`src/rtl/ex_muldiv_pkg.sv`:
```
// Shared encodings for the EX-stage multi-cycle multiply/divide/modulo unit:
// op_sel values, sequencer states and the ControlWord bits the EX glue decodes.
package ex_muldiv_pkg;

  typedef enum logic [1:0] {
    OP_NONE = 2'b00,
    OP_MUL  = 2'b01,
    OP_DIV  = 2'b10,
    OP_MOD  = 2'b11
  } op_e;

  typedef enum logic [1:0] {
    IDLE = 2'b00,
    MUL  = 2'b01,
    DIV  = 2'b10,
    FIN  = 2'b11
  } state_e;

  // ControlWord bit positions used to build start/op_sel in EX
  localparam int CW_IS_DIV = 6;
  localparam int CW_IS_MOD = 5;
  localparam int CW_IS_MUL = 3;

endpackage

```
`src/rtl/muldiv_iter_dp.sv`:
```
// Iterative datapath: one shift-add multiply step or one restoring-divide step
// per enabled cycle. Outputs are the post-step values so the sequencer can
// register the final result on the same edge as the last step.
module muldiv_iter_dp #(
  parameter int WIDTH = 32
) (
  input  logic             clk_i,
  input  logic             rst_i,
  input  logic             load_i,
  input  logic             step_i,
  input  logic             div_mode_i,
  input  logic [WIDTH-1:0] a_i,
  input  logic [WIDTH-1:0] b_i,
  output logic [WIDTH-1:0] prod_o,
  output logic [WIDTH-1:0] quo_o,
  output logic [WIDTH-1:0] rem_o
);

  logic [WIDTH-1:0] mcand_q, mplier_q, acc_q;
  logic [WIDTH-1:0] dvd_q, dvs_q, rem_q;
  logic [WIDTH-1:0] acc_d, quo_d, rem_d;
  logic [WIDTH:0]   rem_shift;
  logic             rem_ge;

  always_comb begin
    acc_d     = acc_q + (mplier_q[0] ? mcand_q : '0);
    rem_shift = {rem_q, dvd_q[WIDTH-1]};
    rem_ge    = rem_shift >= {1'b0, dvs_q};
    // rem_shift < 2*divisor, so the difference always fits in WIDTH bits
    rem_d     = rem_ge ? (rem_shift[WIDTH-1:0] - dvs_q) : rem_shift[WIDTH-1:0];
    // The dividend register doubles as the quotient: bits shift in at the LSB
    quo_d     = {dvd_q[WIDTH-2:0], rem_ge};
  end

  assign prod_o = acc_d;
  assign quo_o  = quo_d;
  assign rem_o  = rem_d;

  always_ff @(posedge clk_i) begin
    if (rst_i) begin
      mcand_q  <= '0;
      mplier_q <= '0;
      acc_q    <= '0;
      dvd_q    <= '0;
      dvs_q    <= '0;
      rem_q    <= '0;
    end else if (load_i) begin
      mcand_q  <= a_i;
      mplier_q <= b_i;
      acc_q    <= '0;
      dvd_q    <= a_i;
      dvs_q    <= b_i;
      rem_q    <= '0;
    end else if (step_i && !div_mode_i) begin
      acc_q    <= acc_d;
      mcand_q  <= mcand_q << 1;
      mplier_q <= mplier_q >> 1;
    end else if (step_i && div_mode_i) begin
      rem_q    <= rem_d;
      dvd_q    <= quo_d;
    end
  end

endmodule

```
`src/rtl/ex_muldiv_seq.sv`:
```
// EX-stage multi-cycle mul/div/mod sequencer: FSM, iteration counter,
// front-end stall, done pulse and divide-by-zero bypass around muldiv_iter_dp.
module ex_muldiv_seq
  import ex_muldiv_pkg::*;
#(
  parameter int WIDTH = 32
) (
  input  logic             clk,
  input  logic             rst,
  input  logic             start,
  input  logic [1:0]       op_sel,
  input  logic [WIDTH-1:0] a,
  input  logic [WIDTH-1:0] b,
  input  logic             flush,
  output logic             stall,
  output logic             done,
  output logic [WIDTH-1:0] result,
  output logic             div_zero
);

  localparam int CNT_W = $clog2(WIDTH) + 1;

  state_e           state_q;
  logic [CNT_W-1:0] cnt_q;
  logic             mod_q, done_q, dz_q;
  logic [WIDTH-1:0] result_q;
  logic             accept, step, last_step;
  logic [WIDTH-1:0] prod_d, quo_d, rem_d;

  assign accept    = (state_q == IDLE) && start && (op_sel != OP_NONE) && !flush;
  assign step      = ((state_q == MUL) || (state_q == DIV)) && !flush;
  assign last_step = (cnt_q == CNT_W'(1));
  assign stall     = accept || step;

  assign done     = done_q;
  assign result   = result_q;
  assign div_zero = dz_q;

  muldiv_iter_dp #(.WIDTH(WIDTH)) u_dp (
    .clk_i      (clk),
    .rst_i      (rst),
    .load_i     (accept),
    .step_i     (step),
    .div_mode_i (state_q == DIV),
    .a_i        (a),
    .b_i        (b),
    .prod_o     (prod_d),
    .quo_o      (quo_d),
    .rem_o      (rem_d)
  );

  always_ff @(posedge clk) begin
    if (rst) begin
      state_q  <= IDLE;
      cnt_q    <= '0;
      mod_q    <= 1'b0;
      done_q   <= 1'b0;
      dz_q     <= 1'b0;
      result_q <= '0;
    end else begin
      done_q <= 1'b0;
      case (state_q)
        IDLE: begin
          if (accept) begin
            cnt_q <= CNT_W'(WIDTH);
            mod_q <= (op_sel == OP_MOD);
            if (op_sel == OP_MUL) begin
              state_q <= MUL;
            end else if (b == '0) begin
              // Divide by zero skips iteration entirely
              state_q  <= FIN;
              done_q   <= 1'b1;
              dz_q     <= 1'b1;
              result_q <= (op_sel == OP_DIV) ? '1 : a;
            end else begin
              state_q <= DIV;
            end
          end
        end
        MUL, DIV: begin
          if (flush) begin
            state_q <= IDLE;
          end else begin
            cnt_q <= cnt_q - CNT_W'(1);
            if (last_step) begin
              state_q  <= FIN;
              done_q   <= 1'b1;
              dz_q     <= 1'b0;
              result_q <= (state_q == MUL) ? prod_d : (mod_q ? rem_d : quo_d);
            end
          end
        end
        default: state_q <= IDLE;
      endcase
    end
  end

endmodule

```
`config.mk`:
```
export PLATFORM = sky130hd
export DESIGN_NAME = ex_muldiv_seq
export DESIGN_NICKNAME = d
export VERILOG_FILES = /design/src/rtl/ex_muldiv_pkg.sv /design/src/rtl/muldiv_iter_dp.sv /design/src/rtl/ex_muldiv_seq.sv
export SDC_FILE = /design/constraint.sdc
export NUM_CORES = 1
export LEC_CHECK = 0
export ABC_AREA = 1
export ABC_CLOCK_PERIOD_IN_PS = 3900
export BUFFER_PORTS_ARGS = -buffer_cell sky130_fd_sc_hd__clkbuf_2
export CORE_ASPECT_RATIO = 0.5
export CORE_MARGIN = 4
export CORE_UTILIZATION = 66
export DETAILED_ROUTE_END_ITERATION = 7
export PLACE_DENSITY_LB_ADDON = 0.2
export SYNTH_ARGS = -nofsm -noshare
export SYNTH_HDL_FRONTEND = slang
export SYNTH_HIERARCHICAL = 1
export SYNTH_SLANG_ARGS = --single-unit
```
`constraint.sdc`:
```
create_clock -name clk -period 3.9 [get_ports clk]
set_clock_uncertainty 0.15 [all_clocks]
set_input_delay 0.39 -clock clk [delete_from_list [all_inputs] [get_ports clk]]
set_output_delay 0.39 -clock clk [all_outputs]
set_load 0.05 [all_outputs]
```
==> results.sh <==
export IMPL_post_cts_setup_buffer_count=0
export IMPL_busiest_layer="met2"
export IMPL_layoutNonFillerInstCount=2924
export IMPL_syn_area_sq_mm=0.0158
export IMPL_floorplan_die_height_um=118
export IMPL_synthFlopType="dfxtp_1"
export IMPL_initial_core_util_pct=68.3
export IMPL_drive_gt1_share_pct=9.21
export IMPL_ys_types=40
export IMPL_clock_fmax_mhz=276
export IMPL_dp_cells=2862
export IMPL_ir_worst_vdd_uv=591
export IMPL_synthTopCellsByCount="798 x nand2_1, 317 x inv_1, 238 x nor2_1, 235 x dfxtp_1, 165 x a21oi_1"
export IMPL_ys_warn_count=6
export IMPL_finalWorstSetupSlack_ps=283
export IMPL_postRouteWirelength_um=54300
export IMPL_synth_seq_cells=235
export IMPL_layout_nets=2741
export IMPL_final_period_utilization_pct=92.7
export IMPL_async_reset_ff_share_pct=0
export IMPL_cts_resized=0
export IMPL_dp_hpwl_um=39700
export IMPL_yosysSeqAreaShare_pct=29.7
export IMPL_die_w_um=227
export IMPL_via_per_inst=5.99
export IMPL_grt_use_met1_pct=56.8
export IMPL_finalInstanceArea_sq_mm=0.0172
export IMPL_setup_viol=0
export IMPL_use_met2_pct=57.0
export IMPL_syn_nets=2710
export IMPL_synth_edff_count=0
export IMPL_syn_area_per_cell_sq_um=6.16
export IMPL_crit_type="reg2reg"
export IMPL_finalPower_mw=11.5
export IMPL_grt_use_total_pct=38.9
export IMPL_worstMarginPinSlew_ps=1290
export IMPL_syn_inst=2569
export IMPL_dp_worst_setup_slack_ps=506
export IMPL_syn2layout_area_growth_pct=8.72
export IMPL_clockBufferDepth=3
export IMPL_maxSlewViolCount=0
export IMPL_status="finished, final reports clean"
export IMPL_relSlewSlack_pct=13.8
export IMPL_cts_sinks=235
export IMPL_drt_iter0_markers=2850
export IMPL_critPathMaxFanout=31
export IMPL_startpoint_type="flip-flop"
export IMPL_required_ps=4180
export IMPL_antenna_found_initial=1
export IMPL_power_density_mw_per_mm2=671
export IMPL_cts_buffers=22
export IMPL_hp_class="in2reg"
export IMPL_hold_viol=0
export IMPL_cp_end_kind="flip-flop"
export IMPL_htree_num_levels=1
export IMPL_synth_top_area_share_pct=29.7
export IMPL_gp_congestion=1.02
export IMPL_hold_buffers=20
export IMPL_fin_hold_ws_ps=11.6
export IMPL_first_global_vias=15497
export IMPL_cts_tree="done"
export IMPL_p_leak_nw=8.61
export IMPL_fin_tns_setup_ps=0
export IMPL_yosys_top_cells_area="dfxtp_1 30%, nand2_1 19%, inv_1 7.5%"
export IMPL_core_area_sq_mm=0.0232
export IMPL_grt_start_max_net_pins=70
export IMPL_wl_per_cell_um=18.6
export IMPL_ioPinCount=105
export IMPL_cts_reportedPaths_clkPinSlew_ps=70
export IMPL_die_area_sq_mm=0.0267
export IMPL_port_buffers=104
export IMPL_yosys_area_top_type="dfxtp_1"
export IMPL_dpl_cell_area_sq_mm=0.0163
export IMPL_drt_antenna_violating_nets=0
export IMPL_cp_arrival_ps=3900
export IMPL_post_route_drc_count=0
export IMPL_fin_util_pct=74.3
export IMPL_clock_latency_ps=560
export IMPL_rsz0062_at_grt="false"
export IMPL_cts_root_buffer="clkbuf_16"
export IMPL_cap_violations=0
export IMPL_firstDrtPassIters=7
export IMPL_post_route_min_period_ps=3620
export IMPL_vias=17524
export IMPL_rows=39
export IMPL_gr_usage_met3_pct=9.49
export IMPL_grt_pass1_wl_um=84000
export IMPL_grt_overflow_total=0
export IMPL_yosysMostFrequentCell="nand2_1"
## final timing paths
kind / slack, ps / end / depth (start not counted) / start
worst min-delay path: 10 / u_dp/dvs_q[15] / 3 / b[15]
worst max register to register: 280 / u_dp/mplier_q[0] / 12 / state_q[1]
worst min register to register: 320 / cnt_q[4] / 2 / cnt_q[4]
worst max-delay path: 280 / u_dp/mplier_q[0] / 12 / state_q[1]
## power breakdown
group	internal, mW	switching [mW]
sequential	2.77	0.307
combinational	1.68	4.52
clock	1.24	1.03
total	5.69	5.86
## critical path: stages, from the launching register on
cell and delay (ps):
dfxtp_1 410, inv_1 90, ha_1 320, clkinv_1 80
nor2_1 210, inv_1 110, nor2_4 140, inv_1 50
buf_4 240, nor2_4 710, buf_4 500, nand2_1 160
a31oi_1 320
## sequential cells by signal (all words and copies together), names as in the netlist
signal / cells
state_q: 2
result: 32
done: 1
u_dp/mcand_q: 32
u_dp/rem_q: 32
cnt_q: 6
u_dp/mplier_q: 32
u_dp/dvd_q: 32
div_zero: 1
u_dp/acc_q: 32
mod_q: 1
u_dp/dvs_q: 32
## per-layer routing
metal / vias to the layer above / part of all wire [%]
li1: 8267 / -
met1: 7897 / 42
met2: 1179 / 41
met3: 179 / 13
met4: 2 / 3.9
met5: - / 0.024
## final cells by class
| type | count | area, sq um |
|---|---|---|
| well taps | 307 | 384 |
| repair buffers | 151 | 928 |
| fillers | 1922 | 5960 |
| clock buffers | 32 | 648 |
| clock inverters | 8 | 103 |
| diodes | 1 | 2.50 |
| inverters | 329 | 1240 |
| flip-flops and latches | 235 | 4700 |
| multi-input cells | 1861 | 9210 |
## cell usage in the layout, fill, tap and decap left out, drive strengths merged
cell type and instances:
bufinv 1, dfxtp 235, a31oi 79, a21oi 166, clkbuf 135, nor2 242
nand2 818, diode 1, inv 327, xnor2 4, nand4 16, fa 2
buf 27, o21bai 5, o22ai 30, o211ai 2, o21ai 127, nand3b 41
clkinv 7, or2 19, a211oi 3, a21o 2, dlygate4sd3 21, nor4 2
ha 69, nand3 171, and2 11, xor2 30, nor3 17, clkinvlp 2
o21a 5
## cells by family (layout without fill, tap and decap cells)
group / count (synthesis) / after routing / share of synthesized area [%]
AND/OR/NAND/NOR: 1337 / 1337 / 35.9
buffers and inverters: 473 / 520 / 12.4
AO/OA/AOI/OAI: 419 / 419 / 14.4
flip-flops: 235 / 235 / 29.7
adder cells (fa/ha/maj): 71 / 71 / 5.71
XOR/XNOR: 34 / 34 / 1.88
other: 0 / 1 / 0
Power figures use the tool's default switching activity.
